$ cat src/rtl/tree_key_scheduler_if.sv
// Bundle of requester, tree and result signals for tree_key_scheduler.
// The slave modport is the scheduler's view; master is the surrounding
// environment (requesters, tree pipeline and result consumer).
interface tree_key_scheduler_if #(
  parameter int NUM_REQ = 4,
  parameter int IDX_W   = 13
);
  localparam int ID_W = (NUM_REQ > 1) ? $clog2(NUM_REQ) : 1;

  logic                   enable;
  logic [NUM_REQ-1:0]     req_valid;
  logic [16*NUM_REQ-1:0]  req_key;
  logic [NUM_REQ-1:0]     req_ready;
  logic [15:0]            tree_key_out;
  logic                   tree_index_out;
  logic                   tree_valid_out;
  logic                   tree_valid_in;
  logic [IDX_W-1:0]       tree_index_in;
  logic                   res_valid;
  logic                   res_ready;
  logic [ID_W-1:0]        res_id;
  logic [IDX_W-1:0]       res_index;
  logic                   idle;
  logic                   err;

  modport slave (
    input  enable, req_valid, req_key, tree_valid_in, tree_index_in, res_ready,
    output req_ready, tree_key_out, tree_index_out, tree_valid_out,
           res_valid, res_id, res_index, idle, err
  );

  modport master (
    output enable, req_valid, req_key, tree_valid_in, tree_index_in, res_ready,
    input  req_ready, tree_key_out, tree_index_out, tree_valid_out,
           res_valid, res_id, res_index, idle, err
  );
endinterface

$ cat src/rtl/tree_key_scheduler.sv
// Round-robin key scheduler in front of a fixed-latency classification tree.
// Grants one requester per cycle, tags each key with its requester ID in an
// in-order ID FIFO, and pairs returning leaf indices with those IDs in a
// first-word-fall-through result FIFO. Issue is credit-limited so the
// non-stallable tree can never overflow the result FIFO.
// Optional feature: define TREE_SCHED_STATS_EN to add saturating
// stat_issued / stat_stall counters as extra output ports.
module tree_key_scheduler #(
  parameter int NUM_REQ     = 4,
  parameter int TOTAL_LEVEL = 12,
  parameter int MAX_INFLT   = 16,
  parameter int RES_DEPTH   = 16
) (
  input  logic                 clk,
  input  logic                 rst,
  tree_key_scheduler_if.slave  bus
`ifdef TREE_SCHED_STATS_EN
  ,
  output logic [31:0]          stat_issued,
  output logic [31:0]          stat_stall
`endif
);
  localparam int IDX_W = TOTAL_LEVEL + 1;
  localparam int ID_W  = (NUM_REQ > 1) ? $clog2(NUM_REQ) : 1;
  localparam int IF_AW = (MAX_INFLT > 1) ? $clog2(MAX_INFLT) : 1;
  localparam int RF_AW = (RES_DEPTH > 1) ? $clog2(RES_DEPTH) : 1;
  localparam int IF_CW = IF_AW + 1;
  localparam int RF_CW = RF_AW + 1;
  localparam int RES_W = ID_W + IDX_W;
  localparam logic [RF_CW-1:0] RES_FULL = RF_CW'(RES_DEPTH);

  localparam logic [1:0] S_IDLE  = 2'd0;
  localparam logic [1:0] S_RUN   = 2'd1;
  localparam logic [1:0] S_DRAIN = 2'd2;

  logic [1:0]        r_state;
  logic [ID_W-1:0]   r_rr_ptr;
  logic [IF_CW-1:0]  r_inflight;
  logic [RF_CW-1:0]  r_res_count;
  logic [IF_AW-1:0]  r_id_wr;
  logic [IF_AW-1:0]  r_id_rd;
  logic [RF_AW-1:0]  r_res_wr;
  logic [RF_AW-1:0]  r_res_rd;
  logic              r_tree_valid;
  logic [15:0]       r_tree_key;
  logic              r_err;
  logic [ID_W-1:0]   r_id_mem  [MAX_INFLT];
  logic [RES_W-1:0]  r_res_mem [RES_DEPTH];

  logic [15:0]        w_keys [NUM_REQ];
  logic [NUM_REQ-1:0] w_grant;
  logic [ID_W-1:0]    w_grant_idx;
  logic [ID_W-1:0]    w_scan_idx;
  logic               w_found;
  logic               w_issue;
  logic               w_credit_ok;
  logic               w_res_nempty;
  logic               w_res_full;
  logic               w_res_pop;
  logic               w_res_push;
  logic               w_tree_err;
  logic [RES_W-1:0]   w_head;

  for (genvar gi = 0; gi < NUM_REQ; gi++) begin : g_key
    assign w_keys[gi] = bus.req_key[16*gi +: 16];
  end

  // Keys in the tree plus results already queued must leave room in the result FIFO.
  assign w_credit_ok = ((32'(r_inflight) + 32'(r_res_count)) < 32'(RES_DEPTH)) &&
                       (32'(r_inflight) < 32'(MAX_INFLT));

  // Round-robin search starting just after the last granted requester.
  always_comb begin
    w_grant     = '0;
    w_grant_idx = '0;
    w_scan_idx  = '0;
    w_found     = 1'b0;
    if (r_state == S_RUN && w_credit_ok) begin
      for (int k = 1; k <= NUM_REQ; k++) begin
        w_scan_idx = ID_W'((int'(r_rr_ptr) + k) % NUM_REQ);
        if (!w_found && bus.req_valid[w_scan_idx]) begin
          w_found              = 1'b1;
          w_grant[w_scan_idx]  = 1'b1;
          w_grant_idx          = w_scan_idx;
        end
      end
    end
  end

  assign w_issue      = |(bus.req_valid & w_grant);
  assign w_res_nempty = (r_res_count != '0);
  assign w_res_full   = (r_res_count == RES_FULL);
  assign w_res_pop    = w_res_nempty && bus.res_ready;
  // A full FIFO that is popping in the same cycle can still take the result.
  assign w_tree_err   = bus.tree_valid_in &&
                        ((r_inflight == '0) || (w_res_full && !w_res_pop));
  assign w_res_push   = bus.tree_valid_in && !w_tree_err;
  assign w_head       = r_res_mem[r_res_rd];

  assign bus.req_ready      = w_grant;
  assign bus.tree_key_out   = r_tree_key;
  assign bus.tree_index_out = 1'b0;
  assign bus.tree_valid_out = r_tree_valid;
  assign bus.res_valid      = w_res_nempty;
  assign bus.res_id         = w_res_nempty ? w_head[RES_W-1:IDX_W] : '0;
  assign bus.res_index      = w_res_nempty ? w_head[IDX_W-1:0] : '0;
  assign bus.idle           = (r_state == S_IDLE);
  assign bus.err            = r_err;

  // Run/drain/idle control; enable wins over drain completion.
  always_ff @(posedge clk or negedge rst) begin
    if (!rst) begin
      r_state <= S_IDLE;
    end else begin
      case (r_state)
        S_IDLE:  if (bus.enable) r_state <= S_RUN;
        S_RUN:   if (!bus.enable) r_state <= S_DRAIN;
        S_DRAIN: begin
          if (bus.enable)               r_state <= S_RUN;
          else if (r_inflight == '0)    r_state <= S_IDLE;
        end
        default: r_state <= S_IDLE;
      endcase
    end
  end

  // Issue path, FIFO pointers, occupancy counters and sticky error.
  always_ff @(posedge clk or negedge rst) begin
    if (!rst) begin
      r_rr_ptr     <= ID_W'(NUM_REQ - 1);
      r_tree_valid <= 1'b0;
      r_tree_key   <= '0;
      r_id_wr      <= '0;
      r_id_rd      <= '0;
      r_res_wr     <= '0;
      r_res_rd     <= '0;
      r_inflight   <= '0;
      r_res_count  <= '0;
      r_err        <= 1'b0;
    end else begin
      r_tree_valid <= w_issue;
      if (w_issue) begin
        r_tree_key <= w_keys[w_grant_idx];
        r_rr_ptr   <= w_grant_idx;
        r_id_wr    <= r_id_wr + IF_AW'(1);
      end
      if (w_res_push) begin
        r_id_rd  <= r_id_rd + IF_AW'(1);
        r_res_wr <= r_res_wr + RF_AW'(1);
      end
      if (w_res_pop) r_res_rd <= r_res_rd + RF_AW'(1);
      case ({w_issue, w_res_push})
        2'b10:   r_inflight <= r_inflight + IF_CW'(1);
        2'b01:   r_inflight <= r_inflight - IF_CW'(1);
        default: ;
      endcase
      case ({w_res_push, w_res_pop})
        2'b10:   r_res_count <= r_res_count + RF_CW'(1);
        2'b01:   r_res_count <= r_res_count - RF_CW'(1);
        default: ;
      endcase
      if (w_tree_err) r_err <= 1'b1;
    end
  end

  // ID tag storage, written in issue order.
  always_ff @(posedge clk) begin
    if (w_issue) r_id_mem[r_id_wr] <= w_grant_idx;
  end

  // Result storage: oldest tag paired with the returning leaf index.
  always_ff @(posedge clk) begin
    if (w_res_push) r_res_mem[r_res_wr] <= {r_id_mem[r_id_rd], bus.tree_index_in};
  end

`ifdef TREE_SCHED_STATS_EN
  logic [31:0] r_stat_issued;
  logic [31:0] r_stat_stall;

  // Saturating counts of issues and of stalled cycles with pending requests.
  always_ff @(posedge clk or negedge rst) begin
    if (!rst) begin
      r_stat_issued <= '0;
      r_stat_stall  <= '0;
    end else begin
      if (w_issue && r_stat_issued != '1) r_stat_issued <= r_stat_issued + 32'd1;
      if (r_state == S_RUN && |bus.req_valid && !w_issue && r_stat_stall != '1)
        r_stat_stall <= r_stat_stall + 32'd1;
    end
  end

  assign stat_issued = r_stat_issued;
  assign stat_stall  = r_stat_stall;
`endif
endmodule
$ cat src/flat_wrapper.sv
// flat-port wrapper written by rule: the top's interface ports become plain ports
module tree_key_scheduler_flat 
#(
  parameter int NUM_REQ     = 4,
  parameter int TOTAL_LEVEL = 12,
  parameter int MAX_INFLT   = 16,
  parameter int RES_DEPTH   = 16
)
  (clk, rst, bus_enable, bus_req_valid, bus_req_key, bus_tree_valid_in, bus_tree_index_in, bus_res_ready, bus_req_ready, bus_tree_key_out, bus_tree_index_out, bus_tree_valid_out, bus_res_valid, bus_res_id, bus_res_index, bus_idle, bus_err);
  tree_key_scheduler_if #(.NUM_REQ(NUM_REQ)) bus_i ();
  input  logic clk;
  input  logic rst;
  input wire logic [$bits(bus_i.enable)-1:0] bus_enable;
  input wire logic [$bits(bus_i.req_valid)-1:0] bus_req_valid;
  input wire logic [$bits(bus_i.req_key)-1:0] bus_req_key;
  input wire logic [$bits(bus_i.tree_valid_in)-1:0] bus_tree_valid_in;
  input wire logic [$bits(bus_i.tree_index_in)-1:0] bus_tree_index_in;
  input wire logic [$bits(bus_i.res_ready)-1:0] bus_res_ready;
  output wire logic [$bits(bus_i.req_ready)-1:0] bus_req_ready;
  output wire logic [$bits(bus_i.tree_key_out)-1:0] bus_tree_key_out;
  output wire logic [$bits(bus_i.tree_index_out)-1:0] bus_tree_index_out;
  output wire logic [$bits(bus_i.tree_valid_out)-1:0] bus_tree_valid_out;
  output wire logic [$bits(bus_i.res_valid)-1:0] bus_res_valid;
  output wire logic [$bits(bus_i.res_id)-1:0] bus_res_id;
  output wire logic [$bits(bus_i.res_index)-1:0] bus_res_index;
  output wire logic [$bits(bus_i.idle)-1:0] bus_idle;
  output wire logic [$bits(bus_i.err)-1:0] bus_err;
  assign bus_i.enable = bus_enable;
  assign bus_i.req_valid = bus_req_valid;
  assign bus_i.req_key = bus_req_key;
  assign bus_i.tree_valid_in = bus_tree_valid_in;
  assign bus_i.tree_index_in = bus_tree_index_in;
  assign bus_i.res_ready = bus_res_ready;
  assign bus_req_ready = bus_i.req_ready;
  assign bus_tree_key_out = bus_i.tree_key_out;
  assign bus_tree_index_out = bus_i.tree_index_out;
  assign bus_tree_valid_out = bus_i.tree_valid_out;
  assign bus_res_valid = bus_i.res_valid;
  assign bus_res_id = bus_i.res_id;
  assign bus_res_index = bus_i.res_index;
  assign bus_idle = bus_i.idle;
  assign bus_err = bus_i.err;
  tree_key_scheduler #(.NUM_REQ(NUM_REQ), .TOTAL_LEVEL(TOTAL_LEVEL), .MAX_INFLT(MAX_INFLT), .RES_DEPTH(RES_DEPTH)) u_core (.clk(clk), .rst(rst), .bus(bus_i));
endmodule
$ cat config.mk
export PLATFORM = sky130hd
export DESIGN_NAME = tree_key_scheduler_flat
export DESIGN_NICKNAME = d
export VERILOG_FILES = /design/src/rtl/tree_key_scheduler_if.sv /design/src/rtl/tree_key_scheduler.sv /design/src/flat_wrapper.sv
export SDC_FILE = /design/constraint.sdc
export NUM_CORES = 1
export LEC_CHECK = 0
export ABC_AREA = 1
export CAP_MARGIN = 20
export CORE_UTILIZATION = 52
export CTS_CLUSTER_DIAMETER = 200
export CTS_CLUSTER_SIZE = 28
export DETAILED_ROUTE_END_ITERATION = 7
export MAX_ROUTING_LAYER = met4
export PLACE_DENSITY = 0.8
export SYNTH_ARGS = -nofsm -noshare
export SYNTH_HDL_FRONTEND = slang
export SYNTH_SLANG_ARGS = --single-unit
$ cat constraint.sdc
create_clock -name clk -period 8.55 [get_ports clk]
set_input_delay 1.71 -clock clk [delete_from_list [all_inputs] [get_ports clk]]
set_output_delay 1.71 -clock clk [all_outputs]
set_load 0.05 [all_outputs]
Yosys cells after proc, flatten, opt, wreduce, memory -nomap -nowiden
Memory sizes are Yosys's and may differ from the RTL's. Index checks and enable logic that the tools add are counted. W data, S select, Z words.

Output and inout bits: 40. Memories: 2. Logic and storage cells: 129. Memory bits (writable): 272. Register bits: 48. Input bits: 86.

Reduce and logical (&&, ||, !) cells: 26. Add/sub/neg operators: 13. Equal/unequal tests: 10. Muxes and demuxes: 51. Order comparisons: 11. Bitwise gates (word level): 5.

Memories: u_core.r_res_mem (depth 16, width 15, read ports 1, clocked after memory_dff 0, wr ports 1, RTL line tree_key_scheduler.sv:48) `logic [RES_W-1:0] r_res_mem [RES_DEPTH];`; u_core.r_id_mem (depth 16, width 2, read ports 1, clocked after memory_dff 0, wr ports 1, RTL line tree_key_scheduler.sv:47) `logic [ID_W-1:0] r_id_mem [MAX_INFLT];`.

Operators by type and width (number): $bmux W16 S2 (1); $lt A32 B5 Y1 const B (1); $mux W16 (2); $mux W4 (8); $mux W2 (10); $pmux W5 S2 (2); $mux W1 (18); $add A4 B1 Y4 const B (4); $logic_and A1 B1 Y1 (13); $mux W13 (1); $lt A2 B3 Y1 const B (4); $or A4 B4 Y4 (3); $add A5 B1 Y5 const B (2); $sub A5 B1 Y5 const B (2); $bmux W1 S2 (4); $demux W1 S2 (4); $ge A2 B1 Y1 const B (4); $add A5 B5 Y6 (1); $eq A2 B1 Y1 const B (3); $eq A2 B2 Y1 const B (3); $pmux W2 S3 (1); $eq A5 B5 Y1 const B (1); $logic_not A1 Y1 (5); $logic_not A5 Y1 (1); other kinds (14) (18).

Logic depth before layout (Yosys ltp)
Gate-level depths: netlist of run 1.

Depth after elaboration: 21. Gate-level depth with buffers: 24.

Least setup slack after synthesis of run 1
OpenSTA, ideal clock, no wires.

Path kind: input port to output port. Start: input bus_req_valid[2]. End: output bus_req_ready[1]. Arrival: 2749 ps. Stages: 9. Path slack: 4091 ps. Cells stage by stage: inv_1 > nand2_1 > nand3_2 > nand2_4 > nor2_8 > nand4_1 > nand3_1 > nand2_1 > inv_1.

Longest elaborated chain between the ends: 16. Elaborated cells on any way between the ends: 31. Those cells by class: mux: 22; bitwise: 3; reduce/logical: 6.

RTL lines: start: declaration (RTL line flat_wrapper.sv:14) `input wire logic [$bits(bus_i.req_valid)-1:0] bus_req_valid;`; $bmux W1 S2 (RTL line tree_key_scheduler.sv:81) `if (!w_found && bus.req_valid[w_scan_idx]) begin`; $mux W1 (not written as such) (RTL line tree_key_scheduler.sv:81); $mux W1 (RTL line tree_key_scheduler.sv:81); $mux W1 (RTL line tree_key_scheduler.sv:78) `if (r_state == S_RUN && w_credit_ok) begin`; $logic_not A1 Y1 (RTL line tree_key_scheduler.sv:81); $logic_and A1 B1 Y1 (RTL line tree_key_scheduler.sv:81); $mux W1 (RTL line tree_key_scheduler.sv:81); $mux W1 (RTL line tree_key_scheduler.sv:78); $logic_not A1 Y1 (RTL line tree_key_scheduler.sv:81); $logic_and A1 B1 Y1 (RTL line tree_key_scheduler.sv:81); $mux W1 (RTL line tree_key_scheduler.sv:81); $mux W1 (RTL line tree_key_scheduler.sv:78); $logic_not A1 Y1 (RTL line tree_key_scheduler.sv:81); $logic_and A1 B1 Y1 (RTL line tree_key_scheduler.sv:81); $mux W4 (*) (RTL line tree_key_scheduler.sv:81); $mux W4 (*) (RTL line tree_key_scheduler.sv:78); end: declaration (RTL line flat_wrapper.sv:19) `output wire logic [$bits(bus_i.req_ready)-1:0] bus_req_ready;`.

Mark *: on every way between the ends. The rest lies on a longest branch, timed or not. The select of a mux whose other input is x is not followed.

Final worst setup path of run 1
Start: register u_core.r_res_rd[0]. End: output bus_res_index[4].

Longest elaborated chain between the ends: 2.

RTL lines: start: declaration (RTL line tree_key_scheduler.sv:43) `logic [RF_AW-1:0] r_res_rd;`; start signal: assignment (RTL line tree_key_scheduler.sv:151) `if (w_res_pop) r_res_rd <= r_res_rd + RF_AW'(1);`; $mem_v2 Z16 W15; $mux W13 (RTL line tree_key_scheduler.sv:106) `assign bus.res_index = w_res_nempty ? w_head[IDX_W-1:0] : '0;`; end: declaration (RTL line flat_wrapper.sv:25) `output wire logic [$bits(bus_i.res_index)-1:0] bus_res_index;`.

Every way passes these cells.

==> flow_metrics.tcl, run 1 <==
set metrics [dict create \
    max_freq_mhz 169 \
    cts_tree "built" \
    cp_top_family "buffers and inverters" \
    synthSimpleGateAreaFrac 0.165 \
    numCtsBuffers 15 \
    yosysTopAreaCellShare 0.568 \
    design_area_mm2 0.0164 \
    end_kind "output port" \
    totalWireLength_um 33300 \
    power_density_mw_per_mm2 342 \
    clock_latency_ns 0.50 \
    gr-total-overflow 0 \
    p_switching_uw 2490 \
    dpl_cell_area_mm2 0.0159 \
    io_pins 126 \
    syn_nets 1434 \
    finalSetupTns_ns 0 \
    core_mm2 0.0270 \
    synth_top_family_by_area "simple AND/OR/NAND/NOR gates" \
    avgSynthCellArea_um2 10.9 \
    seq_area_frac_synth 0.652 \
    slew_headroom 0.301 \
    start_kind "flip-flop" \
    min_to "u_core.bus.err" \
    worst_r2r_startpoint "u_core.r_rr_ptr[1]" \
    r2r-end "u_core.r_inflight[4]" \
    comb_power_share 0.473 \
    postSynthCellCount 1316 \
    pwr-share-seq 0.386 \
    finalClockSkew_ns 0.0213 \
    period_share 0.691 \
    port_buffers 124 \
    start_util 0.532 \
    synth_area_mm2 0.0144 \
    status "complete, no violations" \
    clockRootBuffer "clkbuf_16" \
    r2r_cells 21 \
    p_int_uw 3110 \
    ys_warn_count 0 \
    mostFrequentLayoutCells "edfxtp_1, nand2_1, nor2_1, o21ai_0, clkdlybuf4s50_1" \
    clock-sinks 320 \
    cp_num_buf_inv 4 \
    crit_path_max_fanout 67 \
    grt_use_total 0.244 \
    synth_area_leaders "edfxtp_1, dfrtp_1, nand2_1" \
    min_from "u_core.bus.err" \
    syn_to_final_growth_pct 13.8 \
    place_congestion 0.921 \
    ys_ff_latch 320 \
    cts_hold_buf 0 \
    dp_cells 1733 \
    nets 1527 \
    wl_per_cell_um 18.9 \
    ant_nets 0 \
    cts.path.max_buffers 3 \
    fin_cells 1759 \
    finalSetupViolCount 0 \
    cpMaxStageDelayCell "clkdlybuf4s50_1" \
    worstSetupPathType "flip-flop to output port" \
    viasPerCell 5.89 \
    power_frac_clock 0.140 \
    core.rowCount 60 \
    fp.dieH_um 168 \
    slew_violations 0 \
    grt_pass1_wl_um 52900 \
    p_leak_uw 0.00605 \
    layout_min_cycle_time_ns 5.91 \
    hold-path-cell-count 1 \
    required_ns 6.84 \
    synth-compound-area-share 0.105 \
    layout_commonest_cell "edfxtp_1" \
    drtPass1Iterations 5 \
    arrival_ns 4.20 \
    drv_cap 0 \
    drtIter0Drc 1300 \
    cp_slowest_stage_delay_ns 0.89 \
    ir_drop_uv 286 \
    switching_share 0.445 \
    synthAdderAreaFrac 0.0289 \
    power_uw 5600 \
    num_vias 10400 \
    drive_gt1_frac 0.0480 \
    die-area_mm2 0.0283 \
    htree_levels 1 \
    synth_area_leader_cell "edfxtp_1" \
    synth.area.mux_share 0.00348 \
    yosysUniqueCellTypes 44 \
    antenna_found_initial 1 \
    clk_pin_slew_worst_paths_ns 0.10 \
    hp-class "flip-flop to flip-flop" \
    synth_xor_area_frac 0.00914 \
    post_cts_resized 0 \
    post-cts-setup-buffer-count 0 \
    cp_cell_sequence "clkinv_2 > buf_4 > buf_4 > o21ai_0 > o22ai_1 > nor2_1 > nor2_1 > o21ai_0 > a21oi_1 > clkdlybuf4s50_1" \
    drc 0 \
    grt_start_max_net_pins 86 \
    grt_pass1_vias 10200 \
    die_w_um 168 \
    reg2reg_slack_ns 4.49 \
    tightest_slew_ns 1.04 \
    hold_viol 0 \
    n_fill_cell 2079 \
    rsz0062_at_grt "false" \
    place.detailed.hpwl_um 20800 \
]
## registers in the layout, indices dropped and copies added (netlist names)
signal and flops:
u_core.r_id_rd 4, u_core.r_id_mem 32, u_core.r_res_rd 4, u_core.bus.tree_valid_out 1, u_core.r_res_wr 4, u_core.r_res_mem 240
u_core.r_id_wr 4, u_core.r_res_count 5, u_core.bus.err 1, u_core.r_rr_ptr 2, u_core.r_inflight 5, u_core.bus.tree_key_out 16
u_core.r_state 2
## power by group through the flow
stage | registers, uW | logic (uW) | clock network, uW
5_1_grt | 2190 | 2890 | 855
4_1_cts | 2160 | 2640 | 802
6_report | 2160 | 2650 | 787
2_1_floorplan | 2230 | 1760 | 0
3_5_place_dp | 2200 | 2630 | 0
3_3_place_gp | 2190 | 2540 | 0
## layer usage
metal	global-route usage	up-vias	wire, um	part of all wire
met4	0.0696	0	655	0.020
met5	-	-	0	0
met2	0.423	508	16900	0.51
li1	-	4849	-	-
met3	0.0374	61	2680	0.080
met1	0.297	4939	13100	0.39
## final cells by class
type / count / area [um^2] / share of cell area
clock buffers: 24 / 409 / 0.0250
inverters: 55 / 208 / 0.0127
flip-flops and latches: 320 / 9380 / 0.573
well taps: 341 / 427 / 0.0261
repair buffers: 151 / 1440 / 0.0880
clock inverters: 1 / 16.3 / 0.000994
multi-input cells: 866 / 4480 / 0.274
diodes: 1 / 2.50 / 0.000153
## synthesized netlist by cell type, drive strengths merged
| library cell | number |
|---|---|
| xnor2 | 2 |
| a211oi | 2 |
| dfstp | 2 |
| nor2 | 189 |
| clkbuf | 53 |
| o211ai | 2 |
| mux2i | 5 |
| a21boi | 4 |
| nand2 | 263 |
| a21o | 2 |
| o221ai | 45 |
| conb | 1 |
| a31oi | 2 |
| a21oi | 25 |
| nand4 | 39 |
| xor2 | 13 |
| nor4 | 1 |
| edfxtp | 272 |
| o21ai | 147 |
| dfrtp | 46 |
| o22ai | 21 |
| nand3 | 48 |
| inv | 53 |
| buf | 22 |
| o32ai | 2 |
| nor3 | 19 |
| fa | 2 |
| clkinv | 2 |
| or2 | 2 |
| ha | 30 |
## cell families (layout without fill, tap and decap cells)
logic type / count (synthesis) / after routing
mux: 5 / 5
flops: 320 / 320
fa+ha+maj: 32 / 32
other cells: 1 / 2
xor+xnor: 15 / 15
buf+inv: 130 / 231
compound gates: 252 / 252
simple gates: 561 / 561
## worst max path at each step
stage / start / cells after the start / end / slack [ns]
after global placement: bus_req_valid[3] / 10 / bus_req_ready[0] / 2.96
after global routing: u_core.r_res_rd[0] / 10 / bus_res_index[4] / 2.34
after floorplan: bus_req_valid[2] / 9 / bus_req_ready[1] / 4.09
final: u_core.r_res_rd[0] / 10 / bus_res_index[4] / 2.64
after detailed placement: bus_req_valid[2] / 11 / bus_req_ready[2] / 2.91
after CTS: u_core.r_res_rd[0] / 10 / bus_res_index[4] / 2.63
## through the flow
stage | hold WS [ns] | worst slack (ns) | util
finish | 0.469 | 2.64 | 0.605
global route | 0.484 | 2.34 | 0.605
CTS | 0.472 | 2.63 | 0.605
detailed placement | 0.447 | 2.91 | 0.589
global placement | 0.443 | 2.96 | 0.589
floorplan | 0.482 | 4.09 | -
No activity file was read; power rests on OpenSTA's default activity.
==> run 2, diff against run 1 <==
--- a/config.mk
+++ b/config.mk
@@ -12,7 +12,7 @@
 export CTS_CLUSTER_SIZE = 28
 export DETAILED_ROUTE_END_ITERATION = 7
 export MAX_ROUTING_LAYER = met4
-export PLACE_DENSITY = 0.8
+export PLACE_DENSITY = 0.83
 export SYNTH_ARGS = -nofsm -noshare
 export SYNTH_HDL_FRONTEND = slang
 export SYNTH_SLANG_ARGS = --single-unit
==> constraint.sdc (replaced) <==
create_clock -name clk -period 5.23 [get_ports clk]
set_input_delay 1.046 -clock clk [delete_from_list [all_inputs] [get_ports clk]]
set_output_delay 1.046 -clock clk [all_outputs]
set_load 0.05 [all_outputs]
==> run 2 against run 1 <==
Net effect: via count up 0.44%; global-route usage down 0.24 points; clock power up 66%; sequential power up 64%; count of clock-buffer cells in the layout down 2; die area unchanged; critical path type unchanged.
==> flow_metrics.tcl, run 2 (synthesis results as in run 1) <==
set metrics [dict create \
    p_switching_uw 4070 \
    place.detailed.hpwl_um 20900 \
    comb_power_share 0.469 \
    utilization 0.607 \
    viasPerCell 5.90 \
    holdWs_ns 0.427 \
    nets 1531 \
    wl_per_cell_um 18.8 \
    drtIter0Drc 1170 \
    finalSetupViolCount 0 \
    clk_pin_slew_worst_paths_ns 0.11 \
    ir_drop_uv 314 \
    cp_cell_sequence "inv_2 > buf_12 > o21ai_0 > o221ai_1 > nand3_1 > a21oi_1 > clkdlybuf4s50_1" \
    drtPass1Iterations 6 \
    die-area_mm2 0.0283 \
    syn_to_final_growth_pct 14.0 \
    r2r_cells 20 \
    ant_nets 0 \
    clockRootBuffer "clkbuf_16" \
    largest_reg_flops 240 \
    finalSetupTns_ns 0 \
    crit_path_max_fanout 66 \
    period_share 0.912 \
    cp_num_buf_inv 3 \
    die_w_um 168 \
    clock-sinks 320 \
    cts.path.max_buffers 3 \
    hp-class "primary input to async pin" \
    worstSetupPathType "flip-flop to output port" \
    num_vias 10400 \
    post-cts-setup-buffer-count 0 \
    pwr-share-seq 0.388 \
    mostFrequentLayoutCells "edfxtp_1, nand2_1, nor2_1, o21ai_0, clkdlybuf4s50_1" \
    numCtsBuffers 15 \
    core.rowCount 60 \
    io_pins 126 \
    gr-total-overflow 0 \
    r2r-end "u_core.r_inflight[4]" \
    fp.dieH_um 168 \
    place_congestion 0.900 \
    required_ns 4.18 \
    port_buffers 124 \
    cts_hold_buf 0 \
    grt_pass1_wl_um 52100 \
    grt_pass1_vias 10100 \
    cts_tree "built" \
    cp_slowest_stage_delay_ns 0.88 \
    p_int_uw 5090 \
    clock_latency_ns 0.51 \
    drc 0 \
    worst_r2r_startpoint "u_core.r_rr_ptr[1]" \
    hold_viol 0 \
    cpMaxStageDelayCell "clkdlybuf4s50_1" \
    core_mm2 0.0270 \
    tightest_slew_ns 0.882 \
    p_leak_uw 0.00609 \
    reg2reg_slack_ns 1.50 \
    antenna_found_initial 2 \
    max_freq_mhz 210 \
    layout_min_cycle_time_ns 4.77 \
    end_kind "output port" \
    power_density_mw_per_mm2 558 \
    layout_commonest_cell "edfxtp_1" \
    cp_top_family "buffers and inverters" \
    start_kind "flip-flop" \
    htree_levels 1 \
    power_frac_clock 0.143 \
    arrival_ns 3.72 \
    finalClockSkew_ns 0.0412 \
    slew_violations 0 \
    status "complete, no violations" \
    drv_cap 0 \
    totalWireLength_um 33200 \
    drive_gt1_frac 0.0563 \
    grt_start_max_net_pins 67 \
    start_util 0.532 \
    slew_headroom 0.411 \
    switching_share 0.444 \
    post_cts_resized 0 \
    rsz0062_at_grt "false" \
    grt_use_total 0.242 \
    top_register "u_core.r_res_mem" \
]
run 2: layer usage:
layer,track usage,vias to the layer above,wire length [um]
met5,-,-,0
met4,0.0715,0,1040
met3,0.0402,83,2730
met2,0.422,513,16700
met1,0.289,4948,12800
li1,-,4859,-
run 2: cell type report:
| type | count | area, um^2 |
|---|---|---|
| flip-flops and latches | 320 | 9380 |
| diodes | 2 | 5.00 |
| well taps | 341 | 427 |
| repair buffers | 155 | 1480 |
| clock buffers | 22 | 402 |
| multi-input cells | 866 | 4480 |
| clock inverters | 2 | 25.0 |
| fillers | 2151 | 10600 |
| inverters | 55 | 206 |
run 2: worst max path at each step:
stage                             startpoint  slack [ns]                    to  cells past startpoint
after floorplan             bus_req_valid[2]        1.75  u_core.r_inflight[4]                     21
after global placement      bus_req_valid[3]        0.97      bus_req_ready[3]                     10
after detailed placement    bus_req_valid[3]        0.90      bus_req_ready[0]                     10
after CTS                 u_core.r_res_rd[0]        0.51      bus_res_index[0]                      7
after global routing      u_core.r_res_rd[0]        0.25      bus_res_index[0]                      7
final                     u_core.r_res_rd[0]        0.46      bus_res_index[0]                      7
run 2: power groups by stage:
| stage | Clock [uW] | Sequential, uW | Combinational [uW] |
|---|---|---|---|
| 6_report | 1310 | 3550 | 4300 |
| 5_1_grt | 1410 | 3600 | 4680 |
| 4_1_cts | 1320 | 3550 | 4280 |
| 3_5_place_dp | 0 | 3600 | 4250 |
| 3_3_place_gp | 0 | 3580 | 4150 |
| 2_1_floorplan | 0 | 3650 | 2880 |
run 2: through the flow:
stage          cell area (um^2)  cells  setup WS [ns]  total power [uW]
5_1_grt                   16400   1763          0.253              9690
3_3_place_gp              16000   1737          0.975              7730
6_report                  16400   1763          0.461              9160
2_1_floorplan             14400   1316           1.75              6530
3_5_place_dp              16000   1737          0.903              7850
4_1_cts                   16400   1761          0.506              9140
==> run 3, diff against run 2 <==
--- a/config.mk
+++ b/config.mk
@@ -16,3 +16,4 @@
 export SYNTH_ARGS = -nofsm -noshare
 export SYNTH_HDL_FRONTEND = slang
 export SYNTH_SLANG_ARGS = --single-unit
+export TNS_END_PERCENT = 50
==> results of run 3 <==
The final DEF is identical to that of run 2; final timing and power are the same.
